### config.mk
export PLATFORM = sky130hd
export DESIGN_NAME = hv_reg_access_arb
export DESIGN_NICKNAME = d
export VERILOG_FILES = /design/src/rtl/hv_reg_access_arb.sv
export SDC_FILE = /design/constraint.sdc
export NUM_CORES = 1
export LEC_CHECK = 0
export CAP_MARGIN = 20
export CORE_MARGIN = 8
export CORE_UTILIZATION = 40
export CTS_CLUSTER_DIAMETER = 80
export DETAILED_ROUTE_END_ITERATION = 6
export GPL_ROUTABILITY_DRIVEN = 0
export GPL_TIMING_DRIVEN = 0
export PLACE_DENSITY = 0.77
export RECOVER_POWER = 25
export SKIP_CTS_REPAIR_TIMING = 1
export SYNTH_ARGS = -nofsm -noshare
export SYNTH_HDL_FRONTEND = slang
export SYNTH_SLANG_ARGS = --single-unit
### constraint.sdc
create_clock -name i_clk -period 11.2 [get_ports i_clk]
set_clock_uncertainty 0.2 [all_clocks]
set_input_delay 2.24 -clock i_clk [delete_from_list [all_inputs] [get_ports i_clk]]
set_output_delay 2.24 -clock i_clk [all_outputs]
set_load 0.02 [all_outputs]
### src/rtl/hv_reg_access_arb.sv
// Register-access arbiter: grants one of NUM_REQ requesters at a time to a single
// register-file port. Each access waits for an ack and is timed out after TMO_CYC cycles.
module hv_reg_access_arb #(
    parameter int NUM_REQ   = 3,
    parameter int REG_AW    = 7,
    parameter int REG_DW    = 8,
    parameter int REG_CRC_W = 8,
    parameter int ARB_MODE  = 0,
    parameter int TMO_CYC   = 64
) (
    input  logic                           i_clk,
    input  logic                           i_rst,
    input  logic [NUM_REQ-1:0]             i_req_rd,
    input  logic [NUM_REQ-1:0]             i_req_wr,
    input  logic [NUM_REQ*REG_AW-1:0]      i_req_addr,
    input  logic [NUM_REQ*REG_DW-1:0]      i_req_wdata,
    input  logic [NUM_REQ*REG_CRC_W-1:0]   i_req_wcrc,
    output logic [NUM_REQ-1:0]             o_req_ack,
    output logic [NUM_REQ-1:0]             o_req_err,
    output logic [REG_DW-1:0]              o_req_rdata,
    output logic [REG_CRC_W-1:0]           o_req_rcrc,
    output logic                           o_reg_ren,
    output logic                           o_reg_wen,
    output logic [REG_AW-1:0]              o_reg_addr,
    output logic [REG_DW-1:0]              o_reg_wdata,
    output logic [REG_CRC_W-1:0]           o_reg_wcrc,
    input  logic                           i_reg_wack,
    input  logic                           i_reg_rack,
    input  logic [REG_DW-1:0]              i_reg_rdata,
    input  logic [REG_CRC_W-1:0]           i_reg_rcrc,
    output logic                           o_busy,
    output logic [$clog2(NUM_REQ)-1:0]     o_gnt_idx
);

    localparam int GW = $clog2(NUM_REQ);
    localparam int CW = $clog2(TMO_CYC);
    localparam logic [CW-1:0] CNT_TC = CW'(TMO_CYC - 1);

    typedef enum logic [1:0] {
        ST_IDLE,
        ST_WAIT,
        ST_RESP
    } state_e;

    state_e               state_q, state_d;
    logic [CW-1:0]        cnt_q, cnt_d;
    logic [GW-1:0]        gnt_q, gnt_d;
    logic [GW-1:0]        rr_ptr_q, rr_ptr_d;
    logic                 op_wr_q, op_wr_d;
    logic                 ren_q, ren_d;
    logic                 wen_q, wen_d;
    logic [REG_AW-1:0]    addr_q, addr_d;
    logic [REG_DW-1:0]    wdata_q, wdata_d;
    logic [REG_CRC_W-1:0] wcrc_q, wcrc_d;
    logic [REG_DW-1:0]    rdata_q, rdata_d;
    logic [REG_CRC_W-1:0] rcrc_q, rcrc_d;
    logic [NUM_REQ-1:0]   ack_q, ack_d;
    logic [NUM_REQ-1:0]   err_q, err_d;

    logic [NUM_REQ-1:0]   elig;
    logic                 match;
    int                   pick;
    int                   idx;

    // NOTE: every signal written here gets a default first, so no path can infer a latch.
    always_comb begin
        state_d  = state_q;
        cnt_d    = cnt_q;
        gnt_d    = gnt_q;
        rr_ptr_d = rr_ptr_q;
        op_wr_d  = op_wr_q;
        addr_d   = addr_q;
        wdata_d  = wdata_q;
        wcrc_d   = wcrc_q;
        rdata_d  = rdata_q;
        rcrc_d   = rcrc_q;
        ren_d    = 1'b0;
        wen_d    = 1'b0;
        ack_d    = '0;
        err_d    = '0;
        pick     = 0;
        idx      = 0;

        elig  = i_req_rd | i_req_wr;
        match = op_wr_q ? i_reg_wack : i_reg_rack;

        // Descending scans so the last hit is the highest-priority candidate.
        if (ARB_MODE == 1) begin
            for (int k = NUM_REQ - 1; k >= 0; k--) begin
                idx = (int'(rr_ptr_q) + 1 + k) % NUM_REQ;
                if (elig[idx]) pick = idx;
            end
        end else begin
            for (int k = NUM_REQ - 1; k >= 0; k--) begin
                if (elig[k]) pick = k;
            end
        end

        case (state_q)
            ST_IDLE: begin
                // A held request is masked in the err cycle so it is not re-served.
                if ((|elig) && !(|err_q)) begin
                    state_d  = ST_WAIT;
                    cnt_d    = '0;
                    gnt_d    = GW'(pick);
                    rr_ptr_d = GW'(pick);
                    op_wr_d  = i_req_wr[pick];
                    wen_d    = i_req_wr[pick];
                    ren_d    = ~i_req_wr[pick];
                    addr_d   = i_req_addr[pick*REG_AW +: REG_AW];
                    wdata_d  = i_req_wdata[pick*REG_DW +: REG_DW];
                    wcrc_d   = i_req_wcrc[pick*REG_CRC_W +: REG_CRC_W];
                end
            end
            ST_WAIT: begin
                if (match) begin
                    state_d = ST_RESP;
                    ack_d   = NUM_REQ'(1) << gnt_q;
                    if (!op_wr_q) begin
                        rdata_d = i_reg_rdata;
                        rcrc_d  = i_reg_rcrc;
                    end
                end else if (cnt_q == CNT_TC) begin
                    state_d = ST_IDLE;
                    err_d   = NUM_REQ'(1) << gnt_q;
                end else begin
                    cnt_d = cnt_q + CW'(1);
                end
            end
            ST_RESP: begin
                state_d = ST_IDLE;
            end
            default: begin
                state_d = ST_IDLE;
            end
        endcase
    end

    // NOTE: sequential state uses non-blocking assignments so all registers update together.
    always_ff @(posedge i_clk) begin
        if (i_rst) begin
            state_q  <= ST_IDLE;
            cnt_q    <= '0;
            gnt_q    <= '0;
            rr_ptr_q <= GW'(NUM_REQ - 1);
            op_wr_q  <= 1'b0;
            ren_q    <= 1'b0;
            wen_q    <= 1'b0;
            addr_q   <= '0;
            wdata_q  <= '0;
            wcrc_q   <= '0;
            rdata_q  <= '0;
            rcrc_q   <= '0;
            ack_q    <= '0;
            err_q    <= '0;
        end else begin
            state_q  <= state_d;
            cnt_q    <= cnt_d;
            gnt_q    <= gnt_d;
            rr_ptr_q <= rr_ptr_d;
            op_wr_q  <= op_wr_d;
            ren_q    <= ren_d;
            wen_q    <= wen_d;
            addr_q   <= addr_d;
            wdata_q  <= wdata_d;
            wcrc_q   <= wcrc_d;
            rdata_q  <= rdata_d;
            rcrc_q   <= rcrc_d;
            ack_q    <= ack_d;
            err_q    <= err_d;
        end
    end

    assign o_req_ack   = ack_q;
    assign o_req_err   = err_q;
    assign o_req_rdata = rdata_q;
    assign o_req_rcrc  = rcrc_q;
    assign o_reg_ren   = ren_q;
    assign o_reg_wen   = wen_q;
    assign o_reg_addr  = addr_q;
    assign o_reg_wdata = wdata_q;
    assign o_reg_wcrc  = wcrc_q;
    assign o_busy      = (state_q != ST_IDLE);
    assign o_gnt_idx   = gnt_q;

endmodule

---- After elaboration in Yosys (flattened, before gate mapping) ----
Cells that the tools add are included.
operators by class
  reductions and logical operators ........ 14
  equality and inequality tests ........... 6
  $add $sub $neg .......................... 1
  order comparisons ....................... 1
  shift-type cells ........................ 4
  multipliers ............................. 1
  muxes and demuxes ....................... 15
  bitwise gates (word level) .............. 8
operators with widths
  operator               count
  $mux 32                2
  $shiftx 24x32->8       2
  $lt 32x4->1 const B    1
  $mul 32x4->32 const B  1
  $shiftx 21x32->7       1
  $mux 6                 3
  $pmux 6 s2             1
  $reduce_or 3->1        4
  $mux 2                 4
  $not 1->1              7
  $add 6x1->6 const B    1
  $eq 6x6->1 const B     1
  $ne 2x2->1 const B     3
  $pmux 2 s2             1
  $reduce_and 2->1       2
  $reduce_and 4->1       1
  $reduce_bool 2->1      2
  $reduce_or 4->1        1
  $mux 1                 3
  $ne 3x3->1 const B     1
  $or 3x3->3             1
  $reduce_and 3->1       1
  $shl 1x2->3 const A    1
  $bmux 1 s2             1
  4 further kinds        4
storage, ports and cells
  register bits ........................... 58
  bits of input ports ..................... 95
  word-level logic and storage cells ...... 63

---- Logic depth before layout (Yosys ltp) ----
  depth in word-level cells ............... 8
  gate-level depth with buffers ........... 11
  gate-level depth less buffers ........... 9

---- Worst setup path before layout ----
No wires, ideal clock.
  path type ............................... input-to-reg
  start ................................... in i_req_rd[0]
  end ..................................... reg addr_q[5], in the netlist o_reg_addr[5]
  required time ........................... 10869 ps
  library setup time ...................... 131 ps
  path slack .............................. 6097 ps
  arrival ................................. 4772 ps
  stages on the path ...................... 10
  cells stage by stage .................... or4_4 > o21bai_1 > clkbuf_1 > inv_1 > ha_1 > buf_1 > clkbuf_1 > mux4_2 > o2111ai_1 > o211ai_1
between the ends
  cells in the longest elaborated chain, start to end .. 4
  elaborated cells on any way between the ends .. 7
  classes of those cells .................. mul: 1; shift: 1; mux: 1; bitwise: 1; reduce/logical: 3
RTL lines
  element                                                      line      RTL
  start: declaration                                           13        input logic [NUM_REQ-1:0] i_req_rd,
  $or 3x3->3 *                                                 84        elig = i_req_rd | i_req_wr;
  $mux 32 / $reduce_or 3->1 (equally long branches)            95, 102
  $mul 32x4->32 / $logic_and 1x1->1 (equally long branches)    110, 102
  $shiftx 21x32->7 / $reduce_and 2->1 (equally long branches)  --
  end signal: assignment                                       164       addr_q <= addr_d;
  end: declaration                                             52        logic [REG_AW-1:0] addr_q, addr_d;
Mark *: on every way between the ends. The rest lies on a longest branch, timed or not.
A chain may end at the register's enable or synchronous reset.

---- Final worst setup path ----
  start ................................... in i_req_wr[0]
  end ..................................... reg addr_q[5], in the netlist o_reg_addr[5]
between the ends
  cells in the longest elaborated chain, start to end .. 4
  elaborated cells on any way between the ends .. 7
  classes of those cells .................. mul: 1; shift: 1; mux: 1; bitwise: 1; reduce/logical: 3
RTL lines
  element                                                      line      RTL
  start: declaration                                           14        input logic [NUM_REQ-1:0] i_req_wr,
  $or 3x3->3 *                                                 84
  $mux 32 / $reduce_or 3->1 (equally long branches)            95, 102
  $mul 32x4->32 / $logic_and 1x1->1 (equally long branches)    110, 102
  $shiftx 21x32->7 / $reduce_and 2->1 (equally long branches)  --
Marks and branches as above.

==> reports/metrics.csv <==
stage;metric;value;unit
detailed_routing;WL final;11900;µm
global_routing;final global-route overflow total;0;
power_and_ir_drop;power density over cell area;121;nW/µm²
worst_setup_path;Data arrival, critical path;6100;ps
worst_setup_path;worst-path fanout max;10;
global_routing;gr busiest metal;met2;
place;dpl cells;651;
clocking;CTS Buffer Depth;2;
worst_setup_path;critical path class;primary input to flop;
clocking;clk sinks;58;
synthesis;Async SR Flop Fraction;0;%
clocking;CTS tree;built;
finish;Non-Filler Instances;667;
power_and_ir_drop;peak supply drop;56.3;µV
clocking;Reg clk slew, reported paths;70;ps
sta;final worst-path cycle share;54.3;%
sta;Max transition margin;47.9;%
die;Die Span Y;107;µm
power_and_ir_drop;Pleak;1.82;nW
synthesis;Syn Nets;502;
global_routing;Total GRT Usage;20.1;%
synthesis;adder-cell share of the synthesized area;1.52;%
finish;share of cells above drive strength 1;7.65;%
sta;Tmin final;6090;ps
synthesis;Ys Warns;0;
worst_setup_path;worst path required time;11210;ps
detailed_routing;vias;3732;
outcome;status;finished clean;
die;I/O pin total;145;
detailed_routing;DRT iter0 DRCs;214;
clocking;Clk Latency, worst-skew pair;340;ps
synthesis;sequential area share after synthesis;35.2;%
run;MaxCap Viol Count;0;
synthesis;Cell Area, Synth;3300;µm²
clocking;Num CTS Buffers;9;
detailed_routing;WL/cell;17.8;µm
power_and_ir_drop;power consumption;0.613;mW
detailed_routing;1st-pass router iterations;5;
synthesis;largest family of logic cells by synthesized area;simple AND/OR/NAND/NOR gates;
global_routing;GR Layer Usage met2;34.6;%
detailed_routing;DRC;0;
finish;fill count;731;
detailed_routing;vias per cell;5.60;
finish;Reg area;1160;µm²
clocking;H-Tree Depth;3;
finish;n_diodes;0;
global_routing;GRT met3 Usage;4.80;%
global_routing;first-pass GRT wire length;18500;µm
die;DIE AREA;11400;µm²
worst_hold_path;worst min path class;flop to flop;
die;CORE AREA;8090;µm²
sta;max-slew violations;0;
synthesis;Main synth FF type;dfxtp_1;
sta;worst hold slack;252;ps
synthesis;simple-gate share of the synthesized area;24.3;%
die;chip width;107;µm
finish;Area Growth Syn to Fin;53.1;%
sta;worst slew pin tran;780;ps
finish;Multi-input gate area;1980;µm²
synthesis;mux cell area share after synthesis;10.6;%
die;Initial Util;40.8;%
place;placed wire-length estimate;9570;µm
synthesis;Cells after Synth;403;
synthesis;synth unique cells;52;
global_routing;vias in the first global route;3688;
sta;final setup TNS;0;ps
finish;fin nets;656;
worst_setup_path;CP endpoint kind;flop;
sta;Fmax achieved;164;MHz
global_routing;met1 Use GR;23.2;%
clocking;Clock Root Buffer;clkbuf_8;
synthesis;Post-synth EDFFs;0;
sta;Hold Violations, Final;0;
sta;RSZ-0062 raised after global routing;no;
global_routing;antenna violations before repair;0;
synthesis;post-synthesis register bit count;58;
die;FP Rows;33;
place;count of buffers from port buffering;143;
synthesis;Synth Area in XOR/XNOR;0.796;%
sta;final setup violation count;0;
synthesis;Compound-Gate Fraction of Synth Area;22.7;%
synthesis;Mean Syn Cell Area;8.19;µm²
global_routing;largest net degree at the start of global routing;11;
worst_setup_path;type of origin of the critical path;primary input;
detailed_routing;Routed Antenna Nets;0;
worst max-delay path, cell delays in order:
cell             delay [ps]
clkdlybuf4s50_1         520
or4_4                   600
o21bai_1                340
clkbuf_1                340
inv_1                   130
ha_1                    230
buf_1                   420
clkbuf_1                450
mux4_2                  420
o2111ai_1               280
o211ai_1                120
stage by stage:
step	utilization [%]	worst slack [ps]	instance area (µm²)
CTS	62.4	5200	5050
global placement	60.1	4900	4860
detailed placement	60.1	4840	4860
global route	62.4	4970	5050
finish	62.4	5110	5050
floorplan	-	6100	3300
per-layer routing:
layer  vias up  part of all wire [%]
met2       172                    51
met3        22                   7.0
met1      1756                    40
met5         -                     0
li1       1782                     -
met4         0                   2.6
state kept, by name, summed over array words and instances, names as in the netlist:
signal and cells:
o_reg_addr 7, state_q 2, o_reg_ren 1, o_req_err 3, op_wr_q 1, o_reg_wdata 8, cnt_q 6, o_req_rdata 8
o_gnt_idx 2, o_req_ack 3, o_reg_wcrc 8, o_reg_wen 1, o_req_rcrc 8
kinds of logic after synthesis:
family,after synthesis
AOI/OAI and AO/OA,115
xor gates and xnor gates,3
adders and majority gates,4
buffers and inverters,40
DFF,58
muxes,20
and+or+nand+nor,163
cell usage in the layout, fill, tap and decap left out, types with 3 or more instances in the layout:
master | netlist | routed
clkdlybuf4s50_1 | 0 | 128
mux2i_1 | 8 | 8
nand3_1 | 42 | 42
nor2_1 | 19 | 19
nand2_1 | 60 | 60
o21ai_0 | 26 | 26
dfxtp_1 | 58 | 58
or3_1 | 4 | 4
or2_2 | 3 | 3
a211oi_1 | 6 | 6
a21oi_1 | 38 | 38
nand3b_1 | 5 | 5
o221ai_1 | 3 | 3
nor3_1 | 4 | 4
mux4_2 | 12 | 12
inv_1 | 7 | 7
nand4_1 | 3 | 3
o2111ai_1 | 5 | 5
ha_1 | 4 | 4
clkbuf_1 | 27 | 27
dlygate4sd3_1 | 0 | 15
clkbuf_8 | 0 | 12
nand2b_1 | 10 | 10
xor2_1 | 3 | 3
a22oi_1 | 4 | 4
o211ai_1 | 18 | 18
cell usage after synthesis (all sizes together) (2+ instances only):
cell / instances / area, µm²
a211oi: 6 / 45.0
a21oi: 38 / 190
a22oi: 4 / 30.0
a31oi: 2 / 12.5
buf: 5 / 31.3
clkbuf: 27 / 101
dfxtp: 58 / 1160
ha: 4 / 50.1
inv: 8 / 30.0
mux2i: 8 / 80.1
mux4: 12 / 270
nand2: 60 / 225
nand2b: 10 / 62.6
nand3: 42 / 210
nand3b: 5 / 37.5
nand4: 3 / 18.8
nor2: 21 / 97.6
nor2b: 2 / 12.5
nor3: 4 / 20.0
nor3b: 2 / 15.0
nor4: 2 / 18.8
o2111ai: 5 / 43.8
o211ai: 19 / 148
o21ai: 27 / 135
o21bai: 2 / 15.0
o221ai: 3 / 26.3
or2: 4 / 25.0
or3: 4 / 25.0
xor2: 3 / 26.3
worst paths after layout:
check,from,end,slack (ps),depth (start not counted)
setup / recovery,i_req_wr[0],o_reg_addr[5],5110,11
hold / removal,o_reg_wdata[2],o_reg_wdata[2],250,2
setup reg to reg,state_q[0],o_reg_wcrc[3],8790,5
hold reg to reg,o_reg_wdata[2],o_reg_wdata[2],250,2
final cells by class:
cell class / count / share of cell area [%]
Multi-Input combinational cell: 305 / 39.1
Timing Repair Buffer: 143 / 28.3
Sequential cell: 58 / 23.0
Clock buffer: 12 / 3.27
Buffer: 32 / 2.63
Tap cell: 105 / 2.60
Inverter: 8 / 0.594
Clock inverter: 4 / 0.495
power by group:
part	internal (mW)	switching [mW]
clock	0.0974	0.0828
sequential	0.224	0.0100
combinational	0.0947	0.104
Note: power is estimated with default switching activity, not from simulation.
